## src/rtl/pc_ctrl_pkg.sv

```systemverilog
// rtl/pc_ctrl_pkg.sv - shared CPU definitions: word size and PC op encodings
package pc_ctrl_pkg;

  localparam int WORD_SIZE = 32;

  typedef logic [2:0] op_t;

  localparam op_t OP_NEXT   = 3'd0;
  localparam op_t OP_BRANCH = 3'd1;
  localparam op_t OP_JUMP   = 3'd2;
  localparam op_t OP_CALL   = 3'd3;
  localparam op_t OP_RET    = 3'd4;

endpackage

```

## src/rtl/pc_ctrl_if.sv

```systemverilog
// rtl/pc_ctrl_if.sv - op/target request and PC/stack status bundle for pc_ctrl
interface pc_ctrl_if #(
  parameter int WORD_SIZE = pc_ctrl_pkg::WORD_SIZE
);
  import pc_ctrl_pkg::*;

  logic                 stall;
  op_t                  op;
  logic [WORD_SIZE-1:0] target;
  logic [WORD_SIZE-1:0] pc;
  logic [WORD_SIZE-1:0] pc_next;
  logic                 ras_empty;
  logic                 ras_full;
  logic                 ras_ovf;
  logic                 ras_unf;

  modport master (
    output stall, op, target,
    input  pc, pc_next, ras_empty, ras_full, ras_ovf, ras_unf
  );

  modport slave (
    input  stall, op, target,
    output pc, pc_next, ras_empty, ras_full, ras_ovf, ras_unf
  );

endinterface

```

## src/rtl/pc_ras.sv

```systemverilog
// rtl/pc_ras.sv - circular return-address stack with sticky overflow/underflow
module pc_ras #(
  parameter int WIDTH = 32,
  parameter int DEPTH = 4
) (
  input  logic             clk,
  input  logic             rst,
  input  logic             push,
  input  logic             pop,
  input  logic [WIDTH-1:0] din,
  output logic [WIDTH-1:0] dout,
  output logic             empty,
  output logic             full,
  output logic             ovf,
  output logic             unf
);

  localparam int PW = $clog2(DEPTH);
  localparam int CW = PW + 1;

  logic [WIDTH-1:0] mem [DEPTH];
  logic [PW-1:0]    ptr;
  logic [PW-1:0]    top_idx;
  logic [CW-1:0]    count;

  // ptr is the next write slot; once full it also points at the oldest entry,
  // so a push while full overwrites exactly that one.
  assign top_idx = ptr - PW'(1);
  assign dout    = mem[top_idx];
  assign empty   = (count == '0);
  assign full    = (count == CW'(DEPTH));

  always_ff @(posedge clk) begin
    if (!rst && push) begin
      mem[ptr] <= din;
    end
  end

  always_ff @(posedge clk) begin
    if (rst) begin
      ptr   <= '0;
      count <= '0;
      ovf   <= 1'b0;
      unf   <= 1'b0;
    end else if (push) begin
      ptr <= ptr + PW'(1);
      if (full) begin
        ovf <= 1'b1;
      end else begin
        count <= count + CW'(1);
      end
    end else if (pop) begin
      if (empty) begin
        unf <= 1'b1;
      end else begin
        ptr   <= top_idx;
        count <= count - CW'(1);
      end
    end
  end

endmodule

```

## src/rtl/pc_ctrl.sv

```systemverilog
// rtl/pc_ctrl.sv - program counter register and next-PC mux with return-address stack
module pc_ctrl
  import pc_ctrl_pkg::*;
#(
  parameter int                   WORD_SIZE = pc_ctrl_pkg::WORD_SIZE,
  parameter int                   INC       = 1,
  parameter int                   RAS_DEPTH = 4,
  parameter logic [WORD_SIZE-1:0] RESET_PC  = '0
) (
  input  logic     clk,
  input  logic     rst,
  pc_ctrl_if.slave bus
);

  localparam logic [WORD_SIZE-1:0] INC_W = WORD_SIZE'(INC);

  logic [WORD_SIZE-1:0] pc_q;
  logic [WORD_SIZE-1:0] pc_seq;
  logic [WORD_SIZE-1:0] pc_n;
  logic [WORD_SIZE-1:0] ras_dout;
  logic                 ras_empty;
  logic                 ras_full;
  logic                 ras_ovf;
  logic                 ras_unf;
  logic                 ras_push;
  logic                 ras_pop;

  assign pc_seq = pc_q + INC_W;

  always_comb begin
    pc_n = pc_seq;
    case (bus.op)
      OP_BRANCH:        pc_n = pc_q + bus.target;
      OP_JUMP, OP_CALL: pc_n = bus.target;
      // An empty stack makes RET fall through like NEXT.
      OP_RET:           pc_n = ras_empty ? pc_seq : ras_dout;
      default:          pc_n = pc_seq;
    endcase
  end

  assign ras_push = !bus.stall && (bus.op == OP_CALL);
  assign ras_pop  = !bus.stall && (bus.op == OP_RET);

  pc_ras #(
    .WIDTH (WORD_SIZE),
    .DEPTH (RAS_DEPTH)
  ) u_ras (
    .clk   (clk),
    .rst   (rst),
    .push  (ras_push),
    .pop   (ras_pop),
    .din   (pc_seq),
    .dout  (ras_dout),
    .empty (ras_empty),
    .full  (ras_full),
    .ovf   (ras_ovf),
    .unf   (ras_unf)
  );

  always_ff @(posedge clk) begin
    if (rst) begin
      pc_q <= RESET_PC;
    end else if (!bus.stall) begin
      pc_q <= pc_n;
    end
  end

  assign bus.pc        = pc_q;
  assign bus.pc_next   = pc_n;
  assign bus.ras_empty = ras_empty;
  assign bus.ras_full  = ras_full;
  assign bus.ras_ovf   = ras_ovf;
  assign bus.ras_unf   = ras_unf;

endmodule
```

## src/flat_wrapper.sv

```systemverilog
// flat-port wrapper written by rule: the top's interface ports become plain ports
module pc_ctrl_flat import pc_ctrl_pkg::*;
#(
  parameter int                   WORD_SIZE = pc_ctrl_pkg::WORD_SIZE,
  parameter int                   INC       = 1,
  parameter int                   RAS_DEPTH = 4,
  parameter logic [WORD_SIZE-1:0] RESET_PC  = '0
)
  (clk, rst, bus_stall, bus_op, bus_target, bus_pc, bus_pc_next, bus_ras_empty, bus_ras_full, bus_ras_ovf, bus_ras_unf);
  pc_ctrl_if #(.WORD_SIZE(WORD_SIZE)) bus_i ();
  input  logic clk;
  input  logic rst;
  input wire logic [$bits(bus_i.stall)-1:0] bus_stall;
  input wire logic [$bits(bus_i.op)-1:0] bus_op;
  input wire logic [$bits(bus_i.target)-1:0] bus_target;
  output wire logic [$bits(bus_i.pc)-1:0] bus_pc;
  output wire logic [$bits(bus_i.pc_next)-1:0] bus_pc_next;
  output wire logic [$bits(bus_i.ras_empty)-1:0] bus_ras_empty;
  output wire logic [$bits(bus_i.ras_full)-1:0] bus_ras_full;
  output wire logic [$bits(bus_i.ras_ovf)-1:0] bus_ras_ovf;
  output wire logic [$bits(bus_i.ras_unf)-1:0] bus_ras_unf;
  assign bus_i.stall = bus_stall;
  assign bus_i.op = bus_op;
  assign bus_i.target = bus_target;
  assign bus_pc = bus_i.pc;
  assign bus_pc_next = bus_i.pc_next;
  assign bus_ras_empty = bus_i.ras_empty;
  assign bus_ras_full = bus_i.ras_full;
  assign bus_ras_ovf = bus_i.ras_ovf;
  assign bus_ras_unf = bus_i.ras_unf;
  pc_ctrl #(.WORD_SIZE(WORD_SIZE), .INC(INC), .RAS_DEPTH(RAS_DEPTH), .RESET_PC(RESET_PC)) u_core (.clk(clk), .rst(rst), .bus(bus_i));
endmodule
```

## config.mk

```make
export PLATFORM = sky130hd
export DESIGN_NAME = pc_ctrl_flat
export DESIGN_NICKNAME = d
export VERILOG_FILES = /design/src/rtl/pc_ctrl_pkg.sv /design/src/rtl/pc_ctrl_if.sv /design/src/rtl/pc_ras.sv /design/src/rtl/pc_ctrl.sv /design/src/flat_wrapper.sv
export SDC_FILE = /design/constraint.sdc
export NUM_CORES = 1
export LEC_CHECK = 0
export BUFFER_PORTS_ARGS = -buffer_cell sky130_fd_sc_hd__buf_2
export CORE_MARGIN = 3
export CORE_UTILIZATION = 55
export CTS_BUF_LIST = sky130_fd_sc_hd__clkbuf_8
export DETAILED_ROUTE_END_ITERATION = 10
export GPL_TIMING_DRIVEN = 0
export HOLD_SLACK_MARGIN = 0.03
export PLACE_DENSITY = 0.76
export SLEW_MARGIN = 20
export SYNTH_ARGS = -nofsm -noshare
export SYNTH_HDL_FRONTEND = slang
export SYNTH_SLANG_ARGS = --single-unit
```

## constraint.sdc

```tcl
create_clock -name clk -period 3.9 [get_ports clk]
set_input_delay 0.195 -clock clk [delete_from_list [all_inputs] [get_ports clk]]
set_output_delay 0.195 -clock clk [all_outputs]
set_load 0.005 [all_outputs]
```

# Yosys cells after proc, flatten, opt, wreduce, memory -nomap -nowiden
# Memories as Yosys holds them, arrays and structs flattened.
# Index checks and enable logic that the tools add are counted.
[totals] output_inout_bits=68 n_memories=1 input_bits=38 ramBits=128 ff_bits=39
[mem_list] memory="u_core.u_ras.mem" depth=4 word_bits=32 read_ports=1 rd_clocked_by_memory_dff=0 write_ports=1 line_no="pc_ras.sv:21" text="logic [WIDTH-1:0] mem [DEPTH];"
[classes] bitwise=1 addsub=6 n_mux=11 eq_ne=7 n_reduce_logical=12
[op_table] op="32-bit case mux with 3 select lines" count=1
[op_table] op="32-bit by 1-bit adder with 32-bit output (second input constant)" count=1
[op_table] op="32-bit adder" count=1
[op_table] op="32-bit two-way mux" count=1
[op_table] op="3-bit two-way mux" count=4
[op_table] op="3-bit by 2-bit == test with 1-bit output (second input constant)" count=2
[op_table] op="3-bit == test (second input constant)" count=2
[op_table] op="2-bit two-way mux" count=3
[op_table] op="3-bit AND reduction" count=2
[op_table] op="2-bit != test (second input constant)" count=2
[op_table] op="2-bit AND reduction" count=2
[op_table] op="3-bit by 1-bit adder with 3-bit output (second input constant)" count=1
[op_table] op="3-bit by 1-bit == test with 1-bit output (second input constant)" count=1
[op_table] op="1-bit logical AND" count=3
[op_table] op="3-bit logical NOT" count=1
[op_table] op="3-bit by 1-bit subtractor with 3-bit output (second input constant)" count=1
[op_table] op="2-bit by 1-bit adder with 2-bit output (second input constant)" count=1
[op_table] op="1-bit logical NOT" count=2
[op_table] op="1-bit two-way mux" count=2
[op_table] op="2-bit nonzero test" count=1
[op_table] op="2-bit OR reduction" count=1
[op_table] op="2-bit by 1-bit subtractor with 2-bit output (second input constant)" count=1
[op_table] op="1-bit NOT" count=1

# Depth between registers and ports, before layout
# Gate-level depths: netlist (run 1).
[depth] depth_word=5 depth_mapped=14 mapped_depth_nobuf=12

# Modules after synthesis
# A second synthesis (run 1) with hierarchy kept.
[hier_totals] hier_cells=808 area_unflattened_um2=9384.0
[modules_own_cells] module="pc_ras" cells_per_inst=224 seq_area_each_um2=3983.8 instances=1 area_each_um2=5063.6
[modules_own_cells] module="pc_ctrl" cells_per_inst=584 seq_area_each_um2=640.6 instances=1 area_each_um2=4320.4

# Least setup slack after synthesis (run 1)
# No wires, ideal clock.
[synth_timing] path_kind="register to output" startpoint="register u_core.u_ras.ptr[0]" endpoint="output bus_pc_next[27]" slack_ns=0.580 t_arrival_ns=3.125 required_ns=3.705 stages_incl_launch_ff=13 cell_sequence="dfxtp_1 buf_2 buf_2 buf_2 inv_1 ha_1 clkbuf_1 clkbuf_1 mux4_2 a22oi_1 o21ai_0 a41o_1 or2_1"
[synth_between] elab_chain_len=4
[synth_rtl] element="start, declared" line_no="pc_ras.sv:22" text="logic [PW-1:0] ptr;"
[synth_rtl] element="start signal, assigned" line_no="pc_ras.sv:46" text="ptr <= ptr + PW'(1);"
[synth_rtl] element="start signal, assigned" line_no="pc_ras.sv:56" text="ptr <= top_idx;"
[synth_rtl] element="2-bit by 1-bit subtractor with 2-bit output" line_no="pc_ras.sv:28" text="assign top_idx = ptr - PW'(1);"
[synth_rtl] element="memory read 4 x 32 bit"
[synth_rtl] element="32-bit two-way mux" line_no="pc_ctrl.sv:36" text="OP_RET: pc_n = ras_empty ? pc_seq : ras_dout;"
[synth_rtl] element="32-bit case mux with 3 select lines" line_no="pc_ctrl.sv:32" text="case (bus.op)"
[synth_rtl] element="end, declared" line_no="flat_wrapper.sv:17" text="output wire logic [$bits(bus_i.pc_next)-1:0] bus_pc_next;"
# No other way between the ends.

# Worst setup path after layout (run 1)
[layout_timing] startpoint="register u_core.pc_q[0] (netlist: u_core.bus.pc[0])" endpoint="output bus_pc_next[28]"
[layout_between] elab_chain_len=3 word_cells_on_any_way=4 cone_classes="2 x add/sub; 2 x mux"
[layout_rtl] element="start, declared" line_no="pc_ctrl.sv:17" text="logic [WORD_SIZE-1:0] pc_q;"
[layout_rtl] element="start signal, assigned" line_no="pc_ctrl.sv:64" text="pc_q <= pc_n;"
[layout_rtl] element="32-bit by 1-bit adder with 32-bit output" line_no="pc_ctrl.sv:28" text="assign pc_seq = pc_q + INC_W;"
[layout_rtl] element="32-bit two-way mux" line_no="pc_ctrl.sv:36"
[layout_rtl] element="32-bit case mux with 3 select lines *" line_no="pc_ctrl.sv:32"
# Every way passes the cells marked *; elsewhere a longest branch is shown, timed or not.

==> key figures, run 1 <==
Logic synthesis
  – Post-Syn Nets: 903
  – Synth Instances: 827
  – FF+latch count, synth: between 150 and 200
  – Mapped Area: around 9400 um^2
  – Largest area contributor in the netlist: edfxtp_1
  – Post-synth cell types: 77
  – Yosys warning total: 0
  – Post-synth ARST share: 0%
  – Register area share after synthesis: 49.2%
  – Primary FF master, synth: edfxtp_1
  – Post-synth top area share: around two fifths
  – EDFF count, synth: 128
  – Syn Area/Cell: roughly 11 um^2
  – Area contributors post-synth: edfxtp_1 (41%), dfxtp_1 (8.3%), mux4_2 (7.7%)

Power
  – Pleak: between 4 and 5 nW
  – Pwr Density: 369 nW/um^2
  – VDD IR-drop max: 0.000215 V

STA
  – Final Hold Viols: 0
  – RSZ-0062 raised after global routing: yes
  – Minimum clock period after layout: 3.87 ns
  – Rel. slew slack: roughly 40%
  – Worst Skew: around 0.013 ns
  – Period utilization: ~100%
  – PnR worst setup slack: roughly 0.034 ns
  – F_max: 259 MHz
  – Worst-Margin Slew: 0.901 ns
  – Final setup fails: 0
  – Slew Limit Fails: 0

Global routing
  – Total overflow reported by the global router: 0
  – First-pass GRT wire length: 41300 um
  – Number of global-route vias before repair: between 7000 and 8000
  – Initial antenna violation count: 0
  – Global Route Usage Sum: 29.9%
  – Largest net degree at the start of global routing: 26

Worst setup path
  – Critical Path AT: 3.67 ns
  – Reg2reg end: u_core.bus.pc[28]
  – CP Capture Type: primary output
  – Reg-to-reg setup timing slack: 0.59 ns
  – Worst-case reg-to-reg path depth: 12
  – Startpoint types: register
  – Maximum fanout along the worst path: 4
  – CP required: around 3.7 ns
  – Reg-to-Reg Start: u_core.bus.pc[0]
  – WS Path Type: register to primary output

Placement
  – Pre-CTS WS: -0.664 ns
  – Routability cong.: a little under 1
  – Port buffer count: 104
  – Inst Count DP: around 1200
  – Detailed placement HPWL: a little under 20000 um

Hold path
  – Worst hold path class: input port to register
  – Hold_sp: bus_target[19]
  – Worst hold endpoint: u_core.bus.pc[19]
  – Hold Path Stages: 4

Finish
  – Antenna diodes: 0
  – Layout cell share with drive strength beyond 1: 23.7%
  – Fillers: between 1000 and 1500
  – Post-route core utilization: about two thirds
  – Finished Layout Cells: roughly 1200
  – Most common cell after layout, fill and taps aside: edfxtp_1
  – # nets final: just over 1000
  – Area grow syn2layout: 15.4%
  – Commonest cells after routing, fill and taps aside: edfxtp_1 (128), buf_2 (107), nand2_1 (70), nor2_1 (66), a21oi_1 (54)

Route
  – Starting DRT DRC Count: 870
  – DRT Pass-1 Iters: 11
  – Total Wirelength: 27500 um
  – Vias/cell: between 6 and 7
  – # DRC: 0
  – Vias: between 7000 and 8000
  – Routed len/inst: 23.1 um
  – Final ANT Viol Nets: 0

CTS
  – CTS Root Cell: clkbuf_8
  – H-tree Lvls: 4
  – TritonCTS clock tree: yes
  – Reg clk slew, reported paths: 0.09 ns
  – Clk Latency, worst-skew pair: 0.47 ns
  – Hold buffer count at cts: 0
  – CTS Buf Count: 17
  – Clock sinks: between 150 and 200
  – CTS Buffer Depth: 2

Floorplan
  – Die width: between 100 and 150 um
  – Core Area: 16600 um^2
  – Rows: 47
  – DIE HEIGHT: 137 um
  – Die area: about 19000 um^2
  – Boundary pin count: ~110
  – Starting Density: 56.4%

Flow run
  – # Max-Cap Violations: 0

Run status
  – Status: finished clean
flip-flops by register name, indices dropped and copies added, names as in the netlist:
register            cells
u_core.u_ras.mem      128
u_core.u_ras.ovf        1
u_core.u_ras.count      3
u_core.u_ras.unf        1
u_core.u_ras.ptr        2
u_core.bus.pc          32
kinds of logic after synthesis:
| kind of cell | count (synthesis) | synth area share (%) |
|---|---|---|
| and+or+nand+nor | 238 | 12.5 |
| AOI/OAI and AO/OA | 221 | 16.2 |
| DFF | 167 | 49.2 |
| buffers and inverters | 63 | 2.65 |
| xor gates and xnor gates | 58 | 5.49 |
| muxes | 42 | 8.74 |
| adders and majority gates | 38 | 5.22 |
critical path, cell delays in order (launching register included):
cell and delay (ns):
dfxtp_4 0.38, ha_4 0.13, inv_2 0.03, fa_2 0.35, and2b_1 0.24, o2111ai_2 0.15, a311o_1 0.46, a2111oi_4 0.43
o21bai_1 0.17, o21ba_2 0.24, mux2i_2 0.20, a21oi_2 0.10, or2_1 0.21, buf_2 0.12
synthesized netlist by cell type, types with 3 or more instances:
master     instances
nand4_1           17
nor3b_1            3
o22ai_1            3
nor2b_1            5
nand3_1           21
a31oi_1            8
nand2_1           70
and3_1             8
xnor2_1           35
nand2b_1          10
a211oi_1           7
xor2_1            22
or3_1              4
and4_1             4
a311o_1            3
a221o_1            5
nand3b_1           3
edfxtp_1         128
o21bai_1           8
mux4_2            32
nor2_1            66
o2111ai_1          3
o21ai_0           50
mux2i_1           10
or2_1              3
a22oi_1            3
a222oi_1          16
a221oi_1           3
inv_1             19
a21oi_1           55
o21a_1            10
dfxtp_1           39
o211a_1            3
nor3_1             9
buf_2              6
ha_1              36
nor4_1             3
clkbuf_1          34
a21o_1            17
a22o_1             3
per-layer routing:
metal | GRT usage (%) | up-vias | part of all wire [%]
met2 | 45.2 | 495 | 45
met3 | 5.04 | 79 | 11
met4 | 13.5 | 0 | 4.0
met5 | 0 | - | 0
li1 | - | 3455 | -
met1 | 42.5 | 3773 | 40
cell type report:
type | instances | area (um^2) | area share, %
buffer | 42 | 213 | 1.96
clock buffer | 17 | 234 | 2.16
clock inverter | 15 | 144 | 1.33
inverter | 20 | 75.1 | 0.693
multi-input combinational | 597 | 4610 | 42.6
sequential | 167 | 4640 | 42.8
tap | 220 | 275 | 2.54
timing repair buffer | 114 | 646 | 5.96
how the worst max path moves through the flow:
stage,slack (ns),end,startpoint
after floorplan,0.58,bus_pc_next[27],u_core.u_ras.ptr[0]
after global placement,-0.64,bus_pc_next[27],u_core.u_ras.ptr[0]
after global routing,-0.10,bus_pc_next[28],u_core.bus.pc[0]
after CTS,0.004,bus_pc_next[30],u_core.bus.pc[1]
after detailed placement,-0.66,bus_pc_next[27],u_core.u_ras.ptr[0]
final,0.03,bus_pc_next[28],u_core.bus.pc[0]
power by group:
part	switching [mW]	internal, mW
combinational	0.472	0.316
sequential	0.0548	1.95
clock	0.685	0.519
stage by stage:
| step | TNS [ns] | area (um^2) | hold slack (ns) | total power [mW] |
|---|---|---|---|---|
| after global routing | -0.102 | 10800 | 0.158 | 4.17 |
| after CTS | 0 | 10700 | 0.149 | 3.98 |
| after detailed placement | -22.45 | 10300 | 0.452 | 2.79 |
| after global placement | -19.87 | 10200 | 0.444 | 2.78 |
| after floorplan | 0 | 9390 | 0.387 | 2.52 |
| final | 0 | 10800 | 0.179 | 4.00 |
timing repair:
| action | 4_1_cts | 5_1_grt |
|---|---|---|
| resized for setup | 19 | 25 |
| pin swaps | 2 | 10 |
| endpoints found under the hold margin | 0 | 0 |
| endpoints found under the setup margin | 60 | 10 |
| setup buffers | 0 | 6 |
(Power assumes the default switching activity.)
==> inputs of run 2 (changes only) <==
==> constraint.sdc (replaced) <==
create_clock -name clk -period 4.7 [get_ports clk]
set_input_delay 0.235 -clock clk [delete_from_list [all_inputs] [get_ports clk]]
set_output_delay 0.235 -clock clk [all_outputs]
set_load 0.005 [all_outputs]
==> run 2 against run 1 <==
Non-clock buffer count is 5 lower. Critical path type unchanged. Sequential power down 17%. Largest cell class unchanged. Count of clock-buffer cells in the layout is the same. Largest power group unchanged. Clock power is 17% lower. Combinational power decreased by 20%. Power shrank 18%. Clock skew fell by 0.0037 ns.
==> key figures, run 2 (same netlist as run 1, synthesis figures left out) <==
Run status
  – Status: finished clean

Placement
  – Routability cong.: between 0.9 and 1
  – Pre-CTS WS: 0.0961 ns
  – Port buffer count: 104
  – Detailed placement HPWL: 19500 um

Floorplan
  – DIE HEIGHT: 137 um
  – Die area: between 15000 and 20000 um^2
  – Die width: 137 um
  – Core Area: 16600 um^2
  – Starting Density: 56.4%
  – Boundary pin count: around 110
  – Rows: 47

STA
  – PnR worst setup slack: about 0.27 ns
  – Worst-Margin Slew: ~0.9 ns
  – RSZ-0062 raised after global routing: no
  – Worst Skew: 0.00943 ns
  – Rel. slew slack: between 30% and 40%
  – Final Hold Viols: 0
  – Minimum clock period after layout: approximately 4.4 ns
  – Final setup fails: 0
  – Period utilization: 94.2%
  – Slew Limit Fails: 0
  – F_max: 226 MHz
  – Setup tns final: 0 ns

CTS
  – CTS Buffer Depth: 2
  – CTS Root Cell: clkbuf_8
  – H-tree Lvls: 4
  – CTS Buf Count: 17
  – TritonCTS clock tree: yes
  – Clock sinks: 167
  – Clk Latency, worst-skew pair: between 0.4 and 0.5 ns
  – Reg clk slew, reported paths: 0.09 ns
  – Hold buffer count at cts: 0

Finish
  – Layout cell share with drive strength beyond 1: 20.7%
  – Antenna diodes: 0
  – # nets final: around 1000
  – Largest register FFs: approximately 130
  – Commonest cells after routing, fill and taps aside: edfxtp_1 (128), buf_2 (109), nand2_1 (70), nor2_1 (66), a21oi_1 (55)
  – Fillers: 1320
  – Area grow syn2layout: 13.5%
  – Post-route core utilization: 64.1%
  – Most common cell after layout, fill and taps aside: edfxtp_1
  – Largest Register: u_core.u_ras.mem

Worst setup path
  – Maximum fanout along the worst path: 10
  – Critical Path AT: 4.19 ns
  – Reg-to-Reg Start: u_core.u_ras.ptr[0]
  – WS Path Type: register to primary output
  – CP required: about 4.5 ns
  – CP Capture Type: primary output
  – Worst-case reg-to-reg path depth: 11
  – Reg-to-reg setup timing slack: between 0.8 and 0.9 ns
  – Startpoint types: register
  – Reg2reg end: u_core.bus.pc[18]

Global routing
  – Total overflow reported by the global router: 0
  – Global Route Usage Sum: slightly below 30%
  – Number of global-route vias before repair: 7194
  – Initial antenna violation count: 0
  – First-pass GRT wire length: 41200 um
  – Largest net degree at the start of global routing: 26

Flow run
  – # Max-Cap Violations: 0

Route
  – # DRC: 0
  – Final ANT Viol Nets: 0
  – Total Wirelength: 27200 um
  – Vias/cell: between 6 and 7
  – DRT Pass-1 Iters: 8
  – Vias: ~7700
  – Routed len/inst: 22.9 um
  – Starting DRT DRC Count: 913

Hold path
  – Hold_sp: bus_stall
  – Worst hold path class: input port to register
  – Hold Path Stages: 3
  – Worst hold endpoint: u_core.bus.pc[4]

Power
  – Pwr Density: 309 nW/um^2
  – Pleak: approximately 4.1 nW
  – VDD IR-drop max: 0.000173 V
## run 2: worst max-delay path by stage
stage	from	to	slack, ns	cells after the start
after floorplan	u_core.u_ras.ptr[0]	bus_pc_next[27]	1.34	12
after global placement	u_core.u_ras.ptr[0]	bus_pc_next[27]	0.12	13
after detailed placement	u_core.u_ras.ptr[0]	bus_pc_next[27]	0.1	13
after CTS	u_core.u_ras.ptr[0]	bus_pc_next[27]	0.05	13
after global routing	u_core.u_ras.ptr[0]	bus_pc_next[31]	0.02	13
final	u_core.u_ras.ptr[0]	bus_pc_next[31]	0.27	13
## run 2: timing repair
item,CTS,global route
hold endpoints to repair,0,0
setup endpoints to repair,27,5
resized for setup,4,4
buffers inserted,0,0
## run 2: power breakdown
part           switching [mW]  leakage, nW  internal (mW)  total (mW)
clock                   0.567        0.191          0.431       0.998
sequential             0.0455         1.49           1.62        1.66
combinational           0.383         2.38          0.250       0.633
total                   0.996         4.06           2.30        3.30
## run 2: layer usage
metal  vias to the layer above  share of wire, %  track usage (%)  routed length (um)
li1                       3455                 -                -                   -
met1                      3674                41             42.2               11100
met2                       462                46             45.3               12400
met3                        60                10             5.26                2850
met4                         0               3.3             13.0                 909
met5                         -                 0                0                   0
## run 2: worst max-delay path, cell delays in order (launching register included)
cell and delay (ns):
dfxtp_1 0.37, buf_2 0.27, clkbuf_4 0.37, buf_4 0.34, inv_1 0.11, ha_1 0.28, clkbuf_1 0.37, buf_2 0.46
mux4_2 0.38, a221oi_1 0.30, nand2_1 0.10, o21ai_0 0.09, o21ai_0 0.13, buf_2 0.15
## run 2: layout make-up
type / instances / area [um^2] / share of cell area, %
buffer: 43 / 185 / 1.74
clock buffer: 17 / 234 / 2.19
clock inverter: 15 / 144 / 1.35
inverter: 20 / 75.1 / 0.704
multi-input combinational: 597 / 4520 / 42.4
sequential: 167 / 4620 / 43.4
tap: 220 / 275 / 2.58
timing repair buffer: 108 / 601 / 5.63
## run 2: per-stage QoR
stage	cells	power (mW)	instance area [um^2]	hold slack, ns
floorplan	827	2.09	9390	0.427
global placement	1151	2.30	10200	0.444
detailed placement	1155	2.31	10300	0.452
CTS	1187	3.30	10700	0.189
global route	1187	3.43	10700	0.199
finish	1187	3.30	10700	0.226
